==> config.mk <==
export PLATFORM = sky130hd
export DESIGN_NAME = config_chain_loader
export DESIGN_NICKNAME = d
export VERILOG_FILES = /design/src/rtl/config_chain_loader.sv
export SDC_FILE = /design/constraint.sdc
export NUM_CORES = 1
export LEC_CHECK = 0
export CAP_MARGIN = 5
export CELL_PAD_IN_SITES_DETAIL_PLACEMENT = 0
export CELL_PAD_IN_SITES_GLOBAL_PLACEMENT = 1
export CORE_MARGIN = 2
export CORE_UTILIZATION = 39
export DETAILED_ROUTE_END_ITERATION = 8
export PLACE_DENSITY = 0.74
export SETUP_SLACK_MARGIN = 0.5
export SLEW_MARGIN = 10
export SYNTH_ARGS = -nofsm -noshare
export SYNTH_HDL_FRONTEND = slang
export SYNTH_SLANG_ARGS = --single-unit
==> constraint.sdc <==
create_clock -name Config_Clock -period 3.2 [get_ports Config_Clock]
set_input_delay 0.64 -clock Config_Clock [delete_from_list [all_inputs] [get_ports Config_Clock]]
set_output_delay 0.64 -clock Config_Clock [all_outputs]
set_load 0.01 [all_outputs]
==> src/rtl/config_chain_loader.sv <==
// Serial loader for the CGRA config chain: takes 32-bit words, shifts CHAIN_LENGTH bits LSB-first, then checks an XOR checksum.
// Latency: word_ready one cycle after start; the first chain_shift comes one cycle after a word is accepted; one shift per cycle after that.
// Backpressure: when word_valid is low the loader stalls in FETCH/CHECK with chain_shift low, and no bits are lost.
module config_chain_loader #(
   parameter int CHAIN_LENGTH = 4096
) (
   input  logic        Config_Clock,
   input  logic        Config_Reset,
   input  logic        start,
   input  logic        abort,
   input  logic        word_valid,
   input  logic [31:0] word_data,
   output logic        word_ready,
   output logic        ConfigIn,
   output logic        chain_shift,
   output logic        busy,
   output logic        done,
   output logic        error
);

   localparam int BL_W = $clog2(CHAIN_LENGTH + 1);

   typedef enum logic [2:0] {IDLE, FETCH, SHIFT, CHECK, DONE} state_t;

   state_t          state;
   logic [31:0]     shreg;      // bits of the current word not yet presented on ConfigIn
   logic [31:0]     acc;        // XOR of every data word accepted in this load
   logic [BL_W-1:0] bits_left;  // chain bits still to be shifted in this load
   logic [5:0]      cnt;        // shifts remaining for the current word
   logic [31:0]     bl_ext;
   logic            accept;

   assign bl_ext = 32'(bits_left);
   // word_ready is registered, so accept never feeds back into word_ready combinationally
   assign accept = word_valid & word_ready;

   // Load sequencer: a single state machine with every output registered
   always_ff @(posedge Config_Clock or posedge Config_Reset) begin
      if (Config_Reset) begin
         state       <= IDLE;
         shreg       <= '0;
         acc         <= '0;
         bits_left   <= '0;
         cnt         <= '0;
         word_ready  <= 1'b0;
         ConfigIn    <= 1'b0;
         chain_shift <= 1'b0;
         busy        <= 1'b0;
         done        <= 1'b0;
         error       <= 1'b0;
      end else if (abort && state != IDLE) begin
         // abort wins over everything else, including a simultaneous start
         state       <= IDLE;
         word_ready  <= 1'b0;
         ConfigIn    <= 1'b0;
         chain_shift <= 1'b0;
         busy        <= 1'b0;
         done        <= 1'b0;
         error       <= 1'b1;
      end else begin
         case (state)
            IDLE, DONE: begin
               if (start && !abort) begin
                  state      <= FETCH;
                  word_ready <= 1'b1;
                  busy       <= 1'b1;
                  done       <= 1'b0;
                  error      <= 1'b0;
                  acc        <= '0;
                  bits_left  <= BL_W'(CHAIN_LENGTH);
               end
            end
            FETCH: begin
               if (accept) begin
                  // bit 0 goes straight to ConfigIn; the rest wait in shreg
                  state       <= SHIFT;
                  word_ready  <= 1'b0;
                  chain_shift <= 1'b1;
                  ConfigIn    <= word_data[0];
                  shreg       <= word_data >> 1;
                  acc         <= acc ^ word_data;
                  cnt         <= (bl_ext >= 32'd32) ? 6'd32 : bl_ext[5:0];
               end
            end
            SHIFT: begin
               ConfigIn  <= shreg[0];
               shreg     <= shreg >> 1;
               bits_left <= bits_left - BL_W'(1);
               cnt       <= cnt - 6'd1;
               if (cnt == 6'd1) begin
                  // this is the last shift of the word; any unshifted high bits of a partial word are dropped
                  chain_shift <= 1'b0;
                  ConfigIn    <= 1'b0;
                  word_ready  <= 1'b1;
                  state       <= (bl_ext == 32'd1) ? CHECK : FETCH;
               end
            end
            CHECK: begin
               if (accept) begin
                  state      <= DONE;
                  word_ready <= 1'b0;
                  busy       <= 1'b0;
                  done       <= 1'b1;
                  error      <= (word_data != acc);
               end
            end
            default: begin
               state <= IDLE;
            end
         endcase
      end
   end

endmodule

==> reports/results.txt <==
status: finished clean
Layout Nets: 631
EDFF count, synth: 0
Initial Util: 0.397
post-CTS setup buffers: 0
register area share after synthesis: 0.482
initial antenna violation count: 0
fmax: 430 MHz
via-per-instance ratio: 5.38
maxcap violations: 0
critical path capture point type: flop
hold_ws: 483 ps
DIE AREA: 13,000 µm²
drt first pass iters: 5
Final Hold Fails: 0
worst-case vdd ir drop: 0.342 mV
Die Wd: 114 µm
crit share post-route: 0.727
via count: 3,979
CP required: 3430 ps
Yosys cell types: 46
Met1 Routed Length: 5710 µm
Syn Area/Cell: 8.53 µm²
top_reg_cell synth: dfrtp_1
RSZ-0062 raised after global routing: no
worst-path fanout max: 19
Clock Path Buffers: 2
xor-xnor portion of the synthesized cell area: 0.0779
FFs w/ async S/R, synth: 1.00
dpl cell area: 5340 µm²
YS warnings: 0
Top Layer Used: met4
most frequent cells in the layout: nand2_1, dfrtp_1, nor2_1
initial DRC count: 255
chip height: 114 µm
skew final: 5.34 ps
# DRC: 0
Tightest Pin Transition: 785 ps
I/O Pins: 43
HP Class: flop to flop
layout cell share with drive strength beyond 1: 0.0506
Final Setup Violations: 0
startpoint type of the worst setup path: flop
dpl hpwl: 7820 µm
number of synthesized register bits: 91
wire per inst: 15.7 µm
Syn Std Cell Area: 4720 µm²
clock buffer count from CTS: 9
Pwr per Cell Area: 842 nW/µm²
Synth Area in Simple Gates: 0.226
H-tree depth: 3
global-route total usage across every layer: 0.196
vias in the first global route: 4,102
Mapped Nets: 596
Final Cell Area: 5590 µm²
met2 wire len: 5340 µm
WL met3: 332 µm
filler instances: 1,136
row cnt: 40
setup TNS: 0 ps
CTS Sinks: 91
gpl congestion: 0.791
Synth Area in Adders: 0.0154
Synth Area in Compound Gates: 0.161
CTS tree: yes
hold buffer count at cts: 0
Mapped Cells: 554
core area: 11,900 µm²
first-pass GRT wire length: 20,200 µm
CTS root buf: clkbuf_16
most common cell after layout, fill and taps aside: nand2_1
total grt overflow: 0
static leakage: 2.29 nW
min Tclk post-route: 2330 ps
post-CTS sizing: 0
worst skew pair latency: 340 ps
post-synthesis mux area share: 0
Slew HR: 0.477
largest family of logic cells by synthesized area: simple AND/OR/NAND/NOR gates
Pins Over Slew Limit: 0
area delta synth->final: 18.3%
Arr. time, crit path: 2560 ps
diodes inserted: 0
Clk pin slew, worst setup/hold paths: 60 ps
final wirelength: 11,600 µm
antenna-violating nets left: 0
Worst Path Class, Setup: flop to flop
largest net degree at the start of global routing: 73
IO Port Bufs: 42
## stage by stage
step / instances / power [W] / util / worst slack [ps]
detailed placement: 725 / 0.00377 / 0.448 / 565
global placement: 725 / 0.00370 / 0.448 / 620
global route: 740 / 0.00511 / 0.469 / 697
finish: 740 / 0.00471 / 0.469 / 874
floorplan: 554 / 0.00324 / - / 1190
CTS: 740 / 0.00474 / 0.469 / 894
## logic make-up after synthesis
logic type / count (synthesis)
xor gates and xnor gates: 42
and+or+nand+nor: 243
buffers and inverters: 38
AOI/OAI and AO/OA: 134
adders and majority gates: 6
DFF: 91
## power by group
part           switching, W  leakage [nW]  internal (W)
sequential         0.000434          1.13       0.00167
clock              0.000436         0.124      0.000524
combinational      0.000901          1.03      0.000742
total               0.00177          2.29       0.00293
## flip-flops by register name, indices dropped and copies added (netlist names), 3 cells and up
register	flops
acc	32
shreg	31
bits_left	13
cnt	6
state	3
## routing by layer
metal	GRT usage	up-vias
met5	0	-
met4	0.0724	0
met3	0.0376	16
met2	0.306	56
met1	0.272	1944
li1	-	1963
## final timing paths
path / startpoint / to / slack (ps) / cells past startpoint
worst max-delay path: state[1] / state[0] / 870 / 5
worst min-delay path: shreg[30] / shreg[30] / 480 / 2
worst max register to register: state[1] / state[0] / 870 / 5
worst min register to register: shreg[30] / shreg[30] / 480 / 2
max in group asynchronous: Config_Reset / shreg[7] / 1800 / 3
min in group asynchronous: Config_Reset / shreg[5] / 670 / 2
## synth_stat cells, drive strengths merged, types with 8 or more instances
cell    count  share of area
buf         8          0.014
dfrtp      91           0.48
a21oi       8         0.0085
clkbuf     22          0.017
nand2     112          0.089
nor3       12          0.013
xor2       10          0.019
xnor2      32          0.059
nand4       9          0.012
a31oi      32          0.042
inv         8         0.0064
o21ai      79          0.084
nor2       78          0.062
## layout make-up
cell class                      instances  area (µm²)  share of cell area
Timing Repair Buffer                   54         548              0.0981
Sequential cell                        91        2280               0.407
Inverter                                8        33.8             0.00604
Tap cell                              147         184              0.0329
Clock inverter                          2        13.8             0.00246
Clock buffer                           13         240              0.0430
Multi-Input combinational cell        425        2290               0.410
## worst max-delay path, stage by stage (launching register included)
cell	delay, ps
dfrtp_1	720
or4b_2	710
a31oi_1	330
a311o_1	250
or3_1	150
nand2b_1	60
Power figures use the tool's default switching activity.
